### src/rtl/cpu_pkg.sv
// Shared types for the fetch front end: FSM state encoding, fault causes and the fault record.
package cpu_pkg;

  localparam int XLEN = 32;

  typedef enum logic [2:0] {
    S_RESET = 3'd0,
    S_REQ   = 3'd1,
    S_WAIT  = 3'd2,
    S_VALID = 3'd3,
    S_FAULT = 3'd4
  } state_t;

  typedef logic [1:0] fcause_t;

  localparam fcause_t FC_NONE     = 2'b00;
  localparam fcause_t FC_MISALIGN = 2'b01;
  localparam fcause_t FC_TIMEOUT  = 2'b10;

  typedef struct packed {
    fcause_t         cause;
    logic [XLEN-1:0] addr;
  } fault_t;

  // J-type target: region bits come from pc+4, not pc.
  function automatic logic [XLEN-1:0] jump_target(input logic [XLEN-1:0] pc4,
                                                  input logic [XLEN-1:0] ins);
    return {pc4[31:28], ins[25:0], 2'b00};
  endfunction

endpackage

### src/rtl/fetch_watchdog.sv
// Response watchdog: counts cycles spent waiting for fetch data.
// Latency: expired is combinational on the current count (no extra cycle).
// Backpressure: none; clr wins over en, counter holds when neither is set.
module fetch_watchdog #(
  parameter int unsigned TIMEOUT = 255
) (
  input  logic clk,
  input  logic rst,
  input  logic clr,
  input  logic en,
  output logic expired
);

  logic [15:0] count;
  logic [16:0] count_inc;

  assign count_inc = {1'b0, count} + 17'd1;

  // Compare the incremented value so the FSM leaves WAIT on the same edge the count reaches TIMEOUT-1.
  assign expired = en && (count_inc >= 17'(TIMEOUT - 1));

  always_ff @(posedge clk or posedge rst) begin
    if (rst) begin
      count <= '0;
    end else if (clr) begin
      count <= '0;
    end else if (en) begin
      count <= count_inc[15:0];
    end
  end

endmodule

### src/rtl/pc_fetch_unit.sv
// PC register and single-issue instruction fetch sequencer with response watchdog and sticky fault.
// Latency: zero-wait memory gives instr_valid one cycle after imem_req; commit-to-commit minimum 2 cycles.
// Backpressure: imem_req held until imem_gnt; stall holds the current instruction and PC indefinitely.
module pc_fetch_unit
  import cpu_pkg::*;
#(
  parameter logic [XLEN-1:0] RESET_PC = 32'h0000_0000,
  parameter int unsigned     TIMEOUT  = 255
) (
  input  logic            clk,
  input  logic            rst,
  output logic            imem_req,
  output logic [XLEN-1:0] imem_addr,
  input  logic            imem_gnt,
  input  logic            imem_rvalid,
  input  logic [XLEN-1:0] imem_rdata,
  output logic [XLEN-1:0] pc,
  output logic [XLEN-1:0] pc_plus4,
  output logic [XLEN-1:0] jpc,
  output logic [XLEN-1:0] instr,
  output logic            instr_valid,
  input  logic            commit,
  input  logic            stall,
  input  logic [XLEN-1:0] pc_in,
  output logic            fault,
  output logic [1:0]      fault_cause,
  output logic [XLEN-1:0] fault_addr
);

  state_t          state, state_nxt;
  logic [XLEN-1:0] pc_q;
  logic [XLEN-1:0] instr_q;
  fault_t          flt_q;

  logic fetch_done;
  logic commit_ok;
  logic misalign;
  logic wd_clr;
  logic wd_en;
  logic wd_expired;
  logic timeout_hit;

  // rvalid only counts in WAIT, or in REQ when it arrives with the grant.
  assign fetch_done  = ((state == S_REQ) && imem_gnt && imem_rvalid) ||
                       ((state == S_WAIT) && imem_rvalid);
  assign commit_ok   = (state == S_VALID) && commit && !stall;
  assign misalign    = (pc_in[1:0] != 2'b00);
  assign wd_clr      = (state != S_WAIT);
  assign wd_en       = (state == S_WAIT) && !imem_rvalid;
  assign timeout_hit = (state == S_WAIT) && !imem_rvalid && wd_expired;

  fetch_watchdog #(
    .TIMEOUT(TIMEOUT)
  ) u_watchdog (
    .clk    (clk),
    .rst    (rst),
    .clr    (wd_clr),
    .en     (wd_en),
    .expired(wd_expired)
  );

  always_ff @(posedge clk or posedge rst) begin
    if (rst) begin
      state <= S_RESET;
    end else begin
      state <= state_nxt;
    end
  end

  always_comb begin
    state_nxt = state;
    unique case (state)
      S_RESET: state_nxt = S_REQ;
      S_REQ: begin
        if (imem_gnt) begin
          state_nxt = imem_rvalid ? S_VALID : S_WAIT;
        end
      end
      S_WAIT: begin
        if (imem_rvalid) begin
          state_nxt = S_VALID;
        end else if (wd_expired) begin
          state_nxt = S_FAULT;
        end
      end
      S_VALID: begin
        if (commit_ok) begin
          state_nxt = misalign ? S_FAULT : S_REQ;
        end
      end
      S_FAULT: state_nxt = S_FAULT;
      default: state_nxt = S_FAULT;
    endcase
  end

  always_comb begin
    imem_req    = 1'b0;
    instr_valid = 1'b0;
    fault       = 1'b0;
    unique case (state)
      S_REQ:   imem_req    = 1'b1;
      S_VALID: instr_valid = 1'b1;
      S_FAULT: fault       = 1'b1;
      default: ;
    endcase
  end

  always_ff @(posedge clk or posedge rst) begin
    if (rst) begin
      pc_q    <= RESET_PC;
      instr_q <= '0;
      flt_q   <= '{cause: FC_NONE, addr: '0};
    end else begin
      if (fetch_done) begin
        instr_q <= imem_rdata;
      end
      if (commit_ok && !misalign) begin
        pc_q <= pc_in;
      end
      if (commit_ok && misalign) begin
        flt_q <= '{cause: FC_MISALIGN, addr: pc_in};
      end else if (timeout_hit) begin
        flt_q <= '{cause: FC_TIMEOUT, addr: pc_q};
      end
    end
  end

  assign pc          = pc_q;
  assign imem_addr   = pc_q;
  assign pc_plus4    = pc_q + 32'd4;
  assign jpc         = jump_target(pc_plus4, instr_q);
  assign instr       = instr_q;
  assign fault_cause = flt_q.cause;
  assign fault_addr  = flt_q.addr;

endmodule

### config.mk
export PLATFORM = sky130hd
export DESIGN_NAME = pc_fetch_unit
export DESIGN_NICKNAME = d
export VERILOG_FILES = /design/src/rtl/cpu_pkg.sv /design/src/rtl/fetch_watchdog.sv /design/src/rtl/pc_fetch_unit.sv
export SDC_FILE = /design/constraint.sdc
export NUM_CORES = 1
export LEC_CHECK = 0
export CAP_MARGIN = 10
export CORE_MARGIN = 5
export CORE_UTILIZATION = 45
export DETAILED_ROUTE_END_ITERATION = 7
export MAX_ROUTING_LAYER = met4
export PLACE_DENSITY_LB_ADDON = 0.08
export SYNTH_ARGS = -nofsm -noshare
export SYNTH_HDL_FRONTEND = slang
export SYNTH_SLANG_ARGS = --single-unit
### constraint.sdc
create_clock -name clk -period 12.3 [get_ports clk]
set_input_delay 3.69 -clock clk [delete_from_list [all_inputs] [get_ports clk]]
set_output_delay 3.69 -clock clk [all_outputs]
set_load 0.005 [all_outputs]
; After elaboration in Yosys (flattened, before gate mapping)
; Index checks and enable logic that the tools add are counted.
[totals]
reg_bits = 117
input_bits = 70
out_inout_bits = 197
elab_cells = 50
[classes]
add_sub_neg = 2
n_lt_le_gt_ge = 1
eq_ne = 8
n_mux = 14
n_reduce_logical = 19
[ops]
columns = operator, n
row1 = $mux 34, 2
row2 = $add 32x3->32 const B, 1
row3 = $mux 16, 2
row4 = $add 16x1->17 const B, 1
row5 = $ge 17x8->1 const B, 1
row6 = $mux 3, 5
row7 = $pmux 3 s4, 1
row8 = $logic_and 1x1->1, 10
row9 = $eq 3x2->1 const B, 2
row10 = $reduce_bool 2->1, 3
row11 = $mux 1, 4
row12 = $ne 2x2->1 const B, 2
row13 = $eq 3x1->1 const B, 1
row14 = $eq 3x3->1 const B, 1
row15 = $logic_not 1->1, 3
row16 = $logic_not 3->1, 1
row17 = $ne 3x2->1 const B, 1
row18 = $ne 3x3->1 const B, 1
row19 = $reduce_and 3->1, 1
row20 = $logic_or 1x1->1, 1

; Depth between registers and ports, before layout
; Gate-level depths: netlist of the first run.
[depth]
ltp_word = 6
mapped_depth = 9
depth_no_buf = 8

; Cells and area by module
; A second synthesis of the first run with hierarchy kept.
[hier_totals]
hier_cells = 574
area_unflattened_um2 = 6358.6
[modules_own_cells]
columns = module, n_inst, cells_per_inst, area_each_um2, seq_area_each_um2
row1 = pc_fetch_unit, 1, 459, 5336.4, 2527.4
row2 = fetch_watchdog, 1, 115, 1022.2, 400.4

; Worst setup path after synthesis of the first run
; Ideal clock, no wire load.
[synth_timing]
path_kind = register to output
startpoint = reg pc_q[4] (netlist: imem_addr[4])
endpoint = out pc_plus4[30]
arrival_time_ns = 1.875
required_ns = 8.610
setup_slack_ns = 6.735
path_stages_with_launch = 9
n_path_buf = 2
path_cell_list = dfrtp_1 > buf_6 > and4_1 > nand2_1 > nor3_1 > nand2_1 > nor3_1 > xor2_1 > buf_4
[synth_via]
elab_chain_cells = 1
[synth_rtl]
columns = element, line_no
row1 = start: declaration, pc_fetch_unit.sv:31  ; logic [XLEN-1:0] pc_q;
row2 = start signal: assignment, pc_fetch_unit.sv:118  ; pc_q <= pc_in;
row3 = $add 32x3->32, pc_fetch_unit.sv:130  ; assign pc_plus4 = pc_q + 32'd4;
row4 = end: declaration, pc_fetch_unit.sv:18  ; output logic [XLEN-1:0] pc_plus4,
; Every way passes these cells.

; Worst setup path in the final report of the first run
[layout_timing]
startpoint = reg pc_q[2] (netlist: imem_addr[2])
endpoint = out jpc[30]
[layout_via]
elab_chain_cells = 1
[layout_rtl]
columns = element, line_no
row1 = $add 32x3->32, pc_fetch_unit.sv:130
row2 = end: declaration, pc_fetch_unit.sv:19  ; output logic [XLEN-1:0] jpc,
; Every way passes these cells.

==> results.md, run 1 <==
- CTS Sinks: 117
- Most common cell in the synthesized netlist: dfrtp_1
- Internal power: 958.5 uW
- Total GRT Usage: 0.2234
- Post-DP HPWL: 12,450 um
- Asr flop ratio synth: 1.000
- Final Hold Fails: 0
- TritonCTS Buffers: 17
- Top cell type's share of synthesized area: 0.4797
- Cts hold-fix bufs: 0
- Status: finished, final reports clean
- CTS root buffer: clkbuf_16
- Fin crit share: 0.5506
- Largest cells by area after synthesis: dfrtp_1, mux2_2, buf_4
- Final Instance Area: 9026 um2
- Max Fclk: 0.1477 GHz
- Pre-CTS WS: 5977 ps
- Vias: 4,765
- Clk_skew: 9.089 ps
- Critical path required time: 8610 ps
- Clock power frac: 0.457
- Slew Limit Fails: 0
- Syn-to-layout area delta: 47.89%
- Row count: 42
- Drc violations: 0
- Top FF cell, synth: dfrtp_1
- DRT iter0 DRCs: 309
- Final net count: 807
- Crit path launch type: flop
- # Max-Cap Violations: 0
- Final worst slack: 5528 ps
- Grt total ovfl: 0
- First-pass GRT wire length: 27,470 um
- Logic pwr share: 0.173
- CTS tree: yes
- Power density over the cells: 134.4 nW/um2
- Post-Syn Area per Cell: 11.39 um2
- RSZ-0062 raised after global routing: no
- GPL Wtd Cong: 0.8749
- Die Footprint: 15,990 um2
- Cts repair resizes: 0
- Post-synth top cells: dfrtp_1, buf_4, mux2_2
- Worst Tran Pin Value: 1041 ps
- M2 GR Usage: 0.3502
- Number of global-route vias before repair: 4,950
- Sw Share: 0.2101
- Drt total wl: 17,190 um
- Die Ht: 126.5 um
- Worst hold path type: reg2reg
- Yosys cell types: 50
- Post-synth EDFFs: 0
- Placed Instance Area: 8358 um2
- Initial DRT Pass Iterations: 4
- Post-synth design cell area: 6103 um2
- Synthesis Warnings: 0
- Slew HR: 0.3045
- NetSw: 255.0 uW
- Crit end category: output port
- Final ANT Viol Nets: 0
- GRT busiest layer: met2
- Ports: 267
- Via-to-Cell Ratio: 5.163
- Initial antenna violation count: 0
- Leakage: 3.841 nW
- Met3 Usage GRT: 0.07482
- Die W: 126.5 um
- Post-CTS Setup Inserts: 0
- Worst path arrival time: 3080 ps
- Post-Synthesis Cells: 536
- CTS H-tree lvls: 4
- Area of the multi-input gates: 2497 um2
- Peak supply drop: 82.33 uV
- Deepest clock path buffer count: 2
- Core area: 13,300 um2
- GR Util met1: 0.2621
- WL/cell: 18.63 um
- Worst-Skew Late Latency: 420 ps
- N_diodes: 0
- PortBufs: 264
- Register area: 2928 um2
- Fraction of layout cells with a size suffix above 1: 0.1526
- Worst Path Max Fanout: 8
- Initial core utilization: 0.4591
- Setup Crit Path Kind: reg2out
- Design Power: 1.213 mW
- Synth area leader: dfrtp_1
- Min Tclk post-route: 6772 ps
- Total negative slack: 0 ps
- Sequential share of power: 0.370
- Final Setup Violations: 0
- Largest net degree at the start of global routing: 66
- # fillers: 978
- Share of the yosys chip area belonging to registers: 0.4797
- #FFs+latches synth: 117
- Worst-path clk slew: 60 ps
[cells by family after synthesis]
family,synth area share
compound gates,0.07749
xor+xnor,0.06888
fa+ha+maj,0.006151
buf+inv,0.1128
flops,0.4797
mux,0.1210
other cells,0.0006144
simple gates,0.1335
[cell usage in the layout, fill, tap and decap left out, drive strengths merged, types with 3 or more instances in the layout]
cell type and count:
clkdlybuf4s50 264, dfrtp 117, mux2 62, and2 34, xnor2 32, a221o 30
nor2 28, nand2 26, clkbuf 23, nand3 16, xor2 16, nand4 11
inv 10, nor3 8, a21oi 8, and3 6, bufinv 5, nor4 4
mux2i 4, o21ai 4, clkinv 4, buf 4, or2 4, and4 3
ha 3, nor3b 3
[worst max-delay path: stages, from the launching register on]
cell             delay (ps)
dfrtp_1                 470
ha_1                    280
nand2_1                 150
nor3_1                  460
nand2_1                 270
nor3_1                  260
xor2_1                  230
clkdlybuf4s50_1         530
[power by group through the flow]
| stage | clock network, mW | logic (mW) | registers (mW) |
|---|---|---|---|
| final | 0.554 | 0.210 | 0.450 |
| after detailed placement | 0 | 0.213 | 0.456 |
| after global routing | 0.585 | 0.224 | 0.456 |
| after floorplan | 0 | 0.0834 | 0.455 |
| after global placement | 0 | 0.211 | 0.454 |
| after CTS | 0.564 | 0.214 | 0.450 |
[state kept, by name, summed over array words and instances, names as in the netlist]
register and count:
instr 32, fault_cause 2, u_watchdog.count 16, imem_addr 32, fault_addr 32, state 3
[stage by stage]
step | hold WS, ps | instances | utilization
floorplan | 502.3 | 537 | -
global placement | 487.0 | 891 | 0.6286
detailed placement | 497.1 | 891 | 0.6286
CTS | 510.6 | 923 | 0.6789
global route | 531.8 | 923 | 0.6789
finish | 507.2 | 923 | 0.6789
[path summary, 6_finish.rpt]
| kind | end | slack, ps | startpoint | cells after the start |
|---|---|---|---|---|
| max | jpc[30] | 5530 | imem_addr[2]$_DFFE_PP0P_ | 7 |
| min reg2reg | instr[29]$_DFFE_PP0P_ | 510 | instr[29]$_DFFE_PP0P_ | 1 |
| min in group asynchronous | instr[9]$_DFFE_PP0P_ | 3730 | rst | 2 |
| max in group asynchronous | instr[11]$_DFFE_PP0P_ | 7280 | rst | 3 |
| min | instr[29]$_DFFE_PP0P_ | 510 | instr[29]$_DFFE_PP0P_ | 1 |
| max reg2reg | fault_addr[31]$_DFFE_PP0P_ | 9530 | state[2]$_DFFE_PP0P_ | 6 |
[layer usage]
layer  share of wire  up-vias  wire length [um]
li1                -     2203                 -
met3           0.092       32              1578
met5               0        -                 0
met1            0.40     2306              6821
met4           0.035        0               598
met2            0.48      224              8196
[final cells by class]
type / count / share of cell area
multi-input cells: 320 / 0.2767
flip-flops and latches: 117 / 0.3244
well taps: 176 / 0.02440
clock inverters: 9 / 0.01885
clock buffers: 23 / 0.05517
inverters: 10 / 0.004436
repair buffers: 268 / 0.2961
(Power assumes the default switching activity.)
==> run 2, diff against run 1 <==
--- a/config.mk
+++ b/config.mk
@@ -7,7 +7,7 @@
 export LEC_CHECK = 0
 export CAP_MARGIN = 10
 export CORE_MARGIN = 5
-export CORE_UTILIZATION = 45
+export CORE_UTILIZATION = 43
 export DETAILED_ROUTE_END_ITERATION = 7
 export MAX_ROUTING_LAYER = met4
 export PLACE_DENSITY_LB_ADDON = 0.08
==> constraint.sdc (replaced) <==
create_clock -name clk -period 6.88 [get_ports clk]
set_input_delay 2.064 -clock clk [delete_from_list [all_inputs] [get_ports clk]]
set_output_delay 2.064 -clock clk [all_outputs]
set_load 0.005 [all_outputs]
==> run 2 against run 1 <==
Via count down 1.1%. Sequential share of layout area increased by 0.42 points. Combinational power grew 80%. Sequential power rose by 78%.
==> results.md, run 2 (synthesized netlist as in run 1, its figures left out) <==
- Status: finished, final reports clean
- Initial DRT Pass Iterations: 4
- Deepest clock path buffer count: 2
- GPL Wtd Cong: 0.8773
- Worst path arrival time: 3140 ps
- Critical path required time: 4820 ps
- Final net count: 807
- Slew HR: 0.2659
- Clk_skew: 8.681 ps
- CTS H-tree lvls: 4
- Total negative slack: 0 ps
- Drc violations: 0
- Initial core utilization: 0.4397
- Power density over the cells: 224.3 nW/um2
- Fraction of layout cells with a size suffix above 1: 0.1448
- Total GRT Usage: 0.2164
- Final ANT Viol Nets: 0
- Cts repair resizes: 0
- Design Power: 1.999 mW
- WL/cell: 18.95 um
- Final Hold Fails: 0
- Most common cell after layout, fill and taps aside: clkdlybuf4s50_1
- Placed Instance Area: 8363 um2
- Core area: 13,880 um2
- Die Footprint: 16,680 um2
- Die W: 129.1 um
- Crit end category: output port
- Fin crit share: 0.7567
- Vias: 4,712
- Worst Path Max Fanout: 10
- Number of global-route vias before repair: 4,778
- CTS tree: yes
- Most frequent cells in the layout: clkdlybuf4s50_1, dfrtp_1, mux2_2
- RSZ-0062 raised after global routing: no
- Worst-Skew Late Latency: 410 ps
- First-pass GRT wire length: 26,830 um
- CTS root buffer: clkbuf_16
- # Max-Cap Violations: 0
- N_diodes: 0
- Worst hold path type: reg2reg
- Crit path launch type: flop
- DRT iter0 DRCs: 219
- Max Fclk: 0.1921 GHz
- Via-to-Cell Ratio: 5.089
- PortBufs: 264
- Drt total wl: 17,550 um
- Grt total ovfl: 0
- # fillers: 1,087
- Final Setup Violations: 0
- Final Instance Area: 8911 um2
- Worst Tran Pin Value: 1099 ps
- CTS Sinks: 117
- Initial antenna violation count: 0
- Hold WS: 500.7 ps
- Die Ht: 129.1 um
- Cts hold-fix bufs: 0
- Post-DP HPWL: 13,030 um
- Largest net degree at the start of global routing: 87
- TritonCTS Buffers: 17
- Peak supply drop: 126.9 uV
- Ports: 267
- Post-CTS Setup Inserts: 0
- Min Tclk post-route: 5206 ps
- Syn-to-layout area delta: 46.00%
- Leakage: 3.779 nW
- Row count: 43
- Worst-path clk slew: 50 ps
- Setup Crit Path Kind: reg2out
- Slew Limit Fails: 0
==> run 2: cell types whose count changed in the layout (fill, tap and decap cells not counted), sizes merged <==
| cell | change |
|---|---|
| clkinv | -1 |
| clkbuf | +4 |
| bufinv | -4 |
==> run 2: cell type report <==
class                   count  area [um2]  area share
flip-flops and latches    117        2928      0.3286
multi-input cells         320        2497      0.2803
inverters                  10       40.04    0.004493
well taps                 180       225.2     0.02527
clock inverters             4       45.04    0.005055
clock buffers              27       503.0     0.05644
repair buffers            268        2673      0.2999
==> run 2: per-stage QoR <==
step | setup slack (ps) | instances | util
6_report | 1674 | 926 | 0.6420
5_1_grt | 1466 | 926 | 0.6420
4_1_cts | 1655 | 926 | 0.6420
3_5_place_dp | 2108 | 895 | 0.6025
3_3_place_gp | 2202 | 895 | 0.6025
2_1_floorplan | 1715 | 537 | -
==> run 2: final timing paths <==
check	startpoint	end	slack (ps)	cells after the start
setup / recovery	imem_addr[4]$_DFFE_PP0P_	jpc[30]	1670	7
hold / removal	instr[30]$_DFFE_PP0P_	instr[30]$_DFFE_PP0P_	500	1
setup reg to reg	state[2]$_DFFE_PP0P_	fault_addr[31]$_DFFE_PP0P_	4100	6
hold reg to reg	instr[30]$_DFFE_PP0P_	instr[30]$_DFFE_PP0P_	500	1
max in group asynchronous	rst	imem_addr[11]$_DFFE_PP0P_	3590	3
min in group asynchronous	rst	instr[31]$_DFFE_PP0P_	2280	2
==> run 2: power breakdown <==
part | switching, mW | internal [mW]
Sequential | 0.0479 | 0.755
Combinational | 0.106 | 0.271
Clock | 0.289 | 0.530
Total | 0.442 | 1.56
==> run 2: routing by layer <==
layer / share of wire / GRT usage / up-vias
met4: 0.027 / 0.09389 / 0
met3: 0.080 / 0.07090 / 30
met1: 0.40 / 0.2527 / 2286
li1: - / - / 2204
met5: 0 / - / -
met2: 0.49 / 0.3427 / 192
==> run 2: worst max-delay path, stage by stage, from the launching register on <==
cell,delay [ps]
dfrtp_1,510
and4_1,270
nand2_1,110
nor3_1,430
nand2_1,240
nor3_1,270
xor2_1,320
clkdlybuf4s50_1,580
